File: config.mk
export PLATFORM = sky130hd
export DESIGN_NAME = instr_fetch_unit
export DESIGN_NICKNAME = d
export VERILOG_FILES = /design/src/rtl/instr_fetch_unit.sv
export SDC_FILE = /design/constraint.sdc
export NUM_CORES = 1
export LEC_CHECK = 0
export BUFFER_PORTS_ARGS = -buffer_cell sky130_fd_sc_hd__buf_4
export CORE_MARGIN = 4
export CORE_UTILIZATION = 25
export CTS_CLUSTER_DIAMETER = 100
export CTS_CLUSTER_SIZE = 12
export DETAILED_ROUTE_END_ITERATION = 7
export PLACE_DENSITY_LB_ADDON = 0.15
export SETUP_SLACK_MARGIN = 0.2
export SLEW_MARGIN = 5
export SYNTH_ARGS = -nofsm -noshare
export SYNTH_HDL_FRONTEND = slang
export SYNTH_SLANG_ARGS = --single-unit
File: constraint.sdc
create_clock -name clk -period 4.6 [get_ports clk]
set_input_delay 0.46 -clock clk [delete_from_list [all_inputs] [get_ports clk]]
set_output_delay 0.46 -clock clk [all_outputs]
set_load 0.05 [all_outputs]
File: src/rtl/instr_fetch_unit.sv
// MIPS instruction fetch unit: owns the PC, issues one instruction-memory read at a
// time, holds the fetched word for decode, and applies jump/branch/flush redirects.
module instr_fetch_unit #(
    parameter logic [31:0] RESET_PC = 32'h0000_0000,
    parameter int          PC_W     = 32
) (
    input  logic            clk,
    input  logic            reset,
    output logic            imem_req,
    output logic [PC_W-1:0] imem_addr,
    input  logic            imem_valid,
    input  logic [31:0]     imem_rdata,
    output logic [31:0]     instr,
    output logic            instr_valid,
    output logic [PC_W-1:0] pc,
    output logic [PC_W-1:0] pc_plus4,
    input  logic            stall,
    input  logic            jump,
    input  logic            branch_taken,
    input  logic [15:0]     branch_offset,
    input  logic            flush,
    input  logic [PC_W-1:0] flush_pc
);

    localparam logic [1:0] S_REQ   = 2'd0;
    localparam logic [1:0] S_HOLD  = 2'd1;
    localparam logic [1:0] S_DRAIN = 2'd2;

    logic [1:0]      state_q, state_d;
    logic [PC_W-1:0] pc_q, pc_d;
    logic [PC_W-1:0] drain_addr_q, drain_addr_d;
    logic [31:0]     instr_q, instr_d;
    logic            valid_q, valid_d;

    logic [PC_W-1:0] pc_plus4_w;
    logic [PC_W-1:0] jump_target;
    logic [PC_W-1:0] branch_target;
    logic [PC_W-1:0] next_pc;
    logic [PC_W-1:0] flush_target;

    assign pc_plus4_w    = pc_q + 32'd4;
    assign jump_target   = {pc_plus4_w[31:28], instr_q[25:0], 2'b00};
    assign branch_target = pc_plus4_w + {{14{branch_offset[15]}}, branch_offset, 2'b00};
    assign flush_target  = flush_pc & ~32'd3;

    always_comb begin
        if (jump)              next_pc = jump_target;
        else if (branch_taken) next_pc = branch_target;
        else                   next_pc = pc_plus4_w;
    end

    // NOTE: every next-state signal takes its held value first, so no path can infer a latch.
    always_comb begin
        state_d      = state_q;
        pc_d         = pc_q;
        drain_addr_d = drain_addr_q;
        instr_d      = instr_q;
        valid_d      = valid_q;
        if (flush) begin
            pc_d    = flush_target;
            valid_d = 1'b0;
            case (state_q)
                S_REQ: begin
                    if (imem_valid) begin
                        state_d = S_REQ;
                    end else begin
                        state_d      = S_DRAIN;
                        drain_addr_d = pc_q;
                    end
                end
                S_HOLD:  state_d = S_REQ;
                // A read completing on the same edge as a repeat flush needs no further draining.
                S_DRAIN: state_d = imem_valid ? S_REQ : S_DRAIN;
                default: state_d = S_REQ;
            endcase
        end else begin
            case (state_q)
                S_REQ: begin
                    if (imem_valid) begin
                        instr_d = imem_rdata;
                        valid_d = 1'b1;
                        state_d = S_HOLD;
                    end
                end
                S_HOLD: begin
                    if (!stall) begin
                        pc_d    = next_pc;
                        valid_d = 1'b0;
                        state_d = S_REQ;
                    end
                end
                S_DRAIN: begin
                    if (imem_valid) state_d = S_REQ;
                end
                default: state_d = S_REQ;
            endcase
        end
    end

    // NOTE: sequential state uses non-blocking assignments; reset here is synchronous to clk.
    always_ff @(posedge clk) begin
        if (reset) begin
            state_q      <= S_REQ;
            pc_q         <= RESET_PC;
            drain_addr_q <= RESET_PC;
            instr_q      <= 32'd0;
            valid_q      <= 1'b0;
        end else begin
            state_q      <= state_d;
            pc_q         <= pc_d;
            drain_addr_q <= drain_addr_d;
            instr_q      <= instr_d;
            valid_q      <= valid_d;
        end
    end

    // The request is masked during reset so memory sees nothing while the state settles.
    assign imem_req    = !reset && ((state_q == S_REQ) || (state_q == S_DRAIN));
    assign imem_addr   = (state_q == S_DRAIN) ? drain_addr_q : pc_q;
    assign instr       = instr_q;
    assign instr_valid = valid_q;
    assign pc          = pc_q;
    assign pc_plus4    = pc_plus4_w;

endmodule

==> results of run 1 <==
==> worst register-to-register path, stage by stage, from the launching register on <==
cell	delay, ns
dfxtp_1	0.52
ha_1	0.31
nand2_1	0.12
nor3_2	0.36
and4_2	0.30
xor2_2	0.22
ha_1	0.37
nand4_1	0.19
nor4_1	0.08
a32oi_1	0.42
o21ai_2	0.23
o31ai_4	0.40
o21ai_0	0.15
o31a_1	0.12
a32o_1	0.25
==> sequential cells by signal (all words and copies together), names as in the netlist <==
signal        count
drain_addr_q     32
instr            32
pc               32
state_q           2
instr_valid       1
==> kinds of logic after synthesis <==
logic type               after synthesis  share of synthesized area [%]
AO/OA/AOI/OAI                        275                           23.8
XOR/XNOR                              41                           5.06
adder cells (fa/ha/maj)               37                           6.63
buffers and inverters                 87                           5.43
flip-flops                            99                           27.9
multiplexers                          43                           6.65
AND/OR/NAND/NOR                      372                           24.4
==> metal layers <==
layer / GRT usage [%] / up-vias / share of wire (%)
li1: - / 3774 / -
met1: 24.5 / 3542 / 45
met2: 31.3 / 191 / 47
met3: 4.50 / 23 / 6.2
met4: 4.13 / 2 / 1.4
met5: 0 / - / 0.060
==> cell usage in the layout (no fill, tap or decap), types with 4 or more instances in the layout <==
| cell | instances |
|---|---|
| o31ai_1 | 5 |
| dfxtp_1 | 99 |
| and3_1 | 5 |
| or3_1 | 7 |
| nand3b_1 | 5 |
| a211o_1 | 5 |
| a32oi_1 | 6 |
| mux2_2 | 33 |
| o21ai_0 | 46 |
| nor2_1 | 54 |
| buf_4 | 244 |
| o22ai_1 | 8 |
| clkbuf_16 | 9 |
| o221ai_1 | 5 |
| inv_1 | 16 |
| nand2_1 | 201 |
| a21o_1 | 8 |
| nand3_1 | 26 |
| o21a_1 | 7 |
| and2_1 | 5 |
| o2111ai_1 | 4 |
| o211ai_1 | 7 |
| a31oi_1 | 10 |
| and2_2 | 4 |
| a221oi_1 | 5 |
| xnor2_2 | 6 |
| xor2_1 | 10 |
| nand4_2 | 4 |
| xnor2_1 | 24 |
| a21oi_1 | 121 |
| a211oi_1 | 12 |
| nor3_1 | 15 |
| nor2b_1 | 10 |
| ha_1 | 36 |
| mux2i_1 | 10 |
| nand4_1 | 11 |
==> metrics by stage <==
stage / cell area, um^2 / std cells / utilization, % / total power (uW) / setup slack (ns)
after global routing: 9440 / 1522 / 33.9 / 2770 / 0.233
after CTS: 9440 / 1522 / 33.9 / 2680 / 0.479
after detailed placement: 9150 / 1506 / 32.8 / 1870 / 0.498
final: 9440 / 1522 / 33.9 / 2640 / 0.470
after floorplan: 7150 / 954 / - / 1550 / 0.173
after global placement: 9150 / 1506 / 32.8 / 1880 / 0.511
==> layout make-up <==
type	instances	area share, %
clock buffer	10	2.53
clock inverter	6	0.570
inverter	17	0.676
multi-input combinational	768	50.8
sequential	99	21.0
tap	378	5.01
timing repair buffer	244	19.4
==> report_power, final <==
part           internal, uW  switching (uW)  leakage (uW)
logic                   313             599       0.00302
clock network           394             399      0.000142
registers               894            42.6      0.000808
total                  1600            1040       0.00397
==> how the worst max path moves through the flow <==
stage | slack (ns) | startpoint | depth (start not counted) | end
4_1_cts | 0.48 | pc[3] | 14 | pc[31]
2_1_floorplan | 0.17 | pc[4] | 13 | pc[31]
5_1_grt | 0.23 | pc[18] | 14 | pc[30]
6_report | 0.47 | pc[3] | 14 | pc[31]
3_5_place_dp | 0.50 | pc[3] | 14 | pc[31]
3_3_place_gp | 0.51 | pc[6] | 12 | pc[31]
==> run metrics, run 1 <==
async set-or-reset flop fraction in the synthesized netlist 0%; Boundary Pins 217; hold slack 0.309 ns; drt wl/cell 19.7 um; final setup vio count 0; unrepaired setup endpoints after global routing no; RR Endpoint pc[31]; CP Data Required Time 4.84 ns; dominant cells by area after synthesis dfxtp_1, nand2_1, a21oi_1; slowest stage delay, CP 0.52 ns; P_leak 0.00397 uW; clock skew 0.0142 ns; Initial DRC Count 353; capturing element type of the critical path flop; post-layout min period 4.13 ns; Primary FF master, synth dfxtp_1; Area Growth Syn to Fin 33.0%; CP Buf/Inv Count 0; CP Class reg2reg; post-cts sizing count 0; worst hold path type in2reg; Max-Cap Viols 0; setup TNS 0 ns; crit start category flop; top-count cell post-synth nand2_1; Synth Cell Area 7090 um^2; multi-input combinational cell area 4790 um^2; critical path's top delay family compound AO/OA/AOI/OAI gates; layout cells sized above 1 28.8%; CP max stage cell dfxtp_1; CTS tree done; CTS Buffer Depth 2; Sink Count 99; Slew Limit Fails 0; critical-path cell list ha_1, nand2_1, nor3_2, and4_2, xor2_2, ha_1, nand4_1, nor4_1, a32oi_1, o21ai_2, o31ai_4, o21ai_0, o31a_1, a32o_1; worst skew pair latency 0.36 ns; drt drc 0; peak supply drop 138 uV; Worst-Margin Slew 1.20 ns; first-pass GRT wire length 45.1 mm; Max Freq 0.242 GHz; nets 1,263; gate count of the mapped netlist 954; Worst Reg2Reg Path Length in Cells 14; DR pass1 iterations 5; hold_buf cts 0; Min-Delay Endpoint state_q[1]; Placeable Area 27,900 um^2; Worst slew margin 19.7%; worst-path maximum fanout 8; port buffer count 214; share of the synthesized area in the top cell type 27.9%; cell taking the most area after synthesis dfxtp_1; Syn. warnings 0; vias in the first global route 7,552; library cells used by synthesis 72; Die Span Y 176 um; all-layer global routing usage 18.7%; CP arrival 4.37 ns; Seq/Total Area, Yosys 27.9%; outcome complete, no violations; Worst Hold Launch imem_valid; RePlAce Congestion 0.856; CTS Root Buffer Type clkbuf_16; Vias/cell 4.95; largest net degree at the start of global routing 68; Worst R2R Start pc[3]; post-DP HPWL 22.6 mm; most frequent CP cell ha_1; Antenna Nets Post-Route 0; Storage cell area 1980 um^2; Power Density 280 nW/um^2; row count 61; Synth Register Bits 99; hold path depth 2; Antenna diodes 0; Num CTS Buffers 9; Worst-path clk slew 0.08 ns; Hold Vio Cnt, Final 0; CTS H-tree lvls 3; initial core utilization 25.5%; die area 31,100 um^2; R2R Setup Slk 0.47 ns; top cells by count, synth nand2_1, a21oi_1, dfxtp_1; Post-synth EDFFs 0; Routed Wire Length 29.9 mm; Die Width 176 um; post-CTS setup buffers 0; fin crit share 89.8%; GRT overflow 0; via count 7,532; initial antenna violation count 1; Mapped Nets 1,078; Fillers 3,059; Mapped Avg Cell Area 7.44 um^2
(Power assumes the default switching activity.)
==> run 2: changes to the inputs <==
Settings changed: CTS_BUF_LIST from default to sky130_fd_sc_hd__clkbuf_4 sky130_fd_sc_hd__clkbuf_8.
==> run metrics, run 2 (same netlist as run 1, synthesis figures left out) <==
unrepaired setup endpoints after global routing no (unchanged); Setup WS post-layout 0.486 ns (was 0.470 ns); critical path's top delay family compound AO/OA/AOI/OAI gates (unchanged); post-layout min period 4.11 ns (was 4.13 ns); Vias/cell 4.92 (was 4.95); CP Data Required Time 4.88 ns (was 4.84 ns); initial core utilization 25.5% (unchanged); slowest stage delay, CP 0.53 ns (was 0.52 ns); hold_buf cts 0 (unchanged); CP Buf/Inv Count 0 (unchanged); Worst-Margin Slew 1.20 ns (about the same); CTS H-tree lvls 3 (unchanged); nets 1,263 (unchanged); Worst R2R Start pc[3] (unchanged); CTS Root Buffer Type clkbuf_8 (was clkbuf_16); worst skew pair latency 0.40 ns (was 0.36 ns); post-CTS setup buffers 0 (unchanged); largest net degree at the start of global routing 68 (unchanged); Power Density 262 nW/um^2 (was 280 nW/um^2); CTS Buffer Depth 2 (unchanged); first-pass GRT wire length 45.0 mm (was 45.1 mm); Area Growth Syn to Fin 31.6% (was 33.0%); RePlAce Congestion 0.856 (unchanged); most common cell after layout, fill and taps aside buf_4 (unchanged); Max Freq 0.243 GHz (was 0.242 GHz); Die Width 176 um (unchanged); setup TNS 0 ns (unchanged); Routed Wire Length 30.0 mm (was 29.9 mm); Antenna Nets Post-Route 0 (unchanged); post-cts sizing count 0 (unchanged); multi-input combinational cell area 4790 um^2 (unchanged); Worst slew margin 19.6% (was 19.7%); GRT overflow 0 (unchanged); CP Class reg2reg (unchanged); Boundary Pins 217 (unchanged); CTS tree done (unchanged); CP arrival 4.40 ns (was 4.37 ns); capturing element type of the critical path flop (unchanged); most frequent cells in the layout buf_4, nand2_1, a21oi_1 (unchanged); drt wl/cell 19.7 um (about the same); via count 7,481 (was 7,532); Place WS 0.498 ns (unchanged); outcome complete, no violations (unchanged); row count 61 (unchanged); Placeable Area 27,900 um^2 (unchanged); CP Launch Point pc[3] (unchanged); Initial DRC Count 391 (was 353); Hold Vio Cnt, Final 0 (unchanged); post-DP HPWL 22.6 mm (unchanged); Worst Hold Launch imem_valid (unchanged); clock skew 0.0220 ns (was 0.0142 ns); layout cells sized above 1 28.8% (unchanged); all-layer global routing usage 18.7% (about the same); peak supply drop 115 uV (was 138 uV); Worst-path clk slew 0.12 ns (was 0.08 ns); most frequent CP cell ha_1 (unchanged); Max-Cap Viols 0 (unchanged); crit start category flop (unchanged); drt drc 0 (unchanged); fin util 33.5% (was 33.9%); Die Span Y 176 um (unchanged); initial antenna violation count 1 (unchanged); port buffer count 214 (unchanged); worst hold path type in2reg (unchanged); Fillers 3,066 (was 3,059); CP max stage cell dfxtp_1 (unchanged); die area 31,100 um^2 (unchanged); worst-path maximum fanout 8 (unchanged); fin crit share 89.4% (was 89.8%); Num CTS Buffers 9 (unchanged); DR pass1 iterations 7 (was 5); Slew Limit Fails 0 (unchanged); Antenna diodes 0 (unchanged); P_leak 0.00393 uW (was 0.00397 uW); Sink Count 99 (unchanged); Storage cell area 1980 um^2 (unchanged); vias in the first global route 7,533 (was 7,552); final setup vio count 0 (unchanged); critical-path cell list ha_1, nand2_1, nor3_2, and4_2, xor2_2, ha_1, nand4_1, nor4_1, a32oi_1, o21ai_2, o31ai_4, o21ai_0, o31a_1, a32o_1 (unchanged)
-- run 2: cell counts in the layout (fill, tap and decap cells not counted) --
No cell type changed its count.
-- run 2: metrics by stage --
| step | hold slack, ns | power, uW | instance area [um^2] | cells |
|---|---|---|---|---|
| after floorplan | 0.434 | 1550 | 7150 | 954 |
| after global placement | 0.439 | 1880 | 9150 | 1506 |
| after detailed placement | 0.446 | 1870 | 9150 | 1506 |
| after CTS | 0.234 | 2480 | 9340 | 1522 |
| after global routing | 0.255 | 2580 | 9340 | 1522 |
| final | 0.263 | 2450 | 9340 | 1522 |
-- run 2: worst reg2reg max path: cells and delay by family, from the launching register on --
kind / cells / cell delay, ns
compound gates: 6 / 1.55
simple gates: 5 / 1.04
fa+ha+maj: 2 / 0.67
flops: 1 / 0.53
xor+xnor: 1 / 0.23
-- run 2: final timing paths --
kind | slack (ns) | to | depth (start not counted)
worst max register to register | 0.49 | pc[31] | 14
worst min register to register | 0.46 | drain_addr_q[24] | 2
worst max-delay path | 0.49 | pc[31] | 14
worst min-delay path | 0.26 | state_q[1] | 2
-- run 2: power breakdown --
group	leakage (uW)	internal, uW	switching, uW	total (uW)
Sequential	0.000808	894	42.7	937
Clock	0.0000958	223	378	601
Combinational	0.00302	313	599	912
Total	0.00393	1430	1020	2450
-- run 2: metal layers --
metal	global-route usage (%)	vias up	routed length, um
met2	31.3	213	14100
met5	0	-	18
met3	4.50	22	2010
li1	-	3762	-
met4	4.13	2	419
met1	24.5	3482	13400
-- run 2: cell type report --
type / count / area share, %
clock buffer: 10 / 1.47
timing repair buffer: 244 / 19.6
sequential: 99 / 21.2
clock inverter: 6 / 0.576
tap: 378 / 5.07
inverter: 17 / 0.683
multi-input combinational: 768 / 51.4
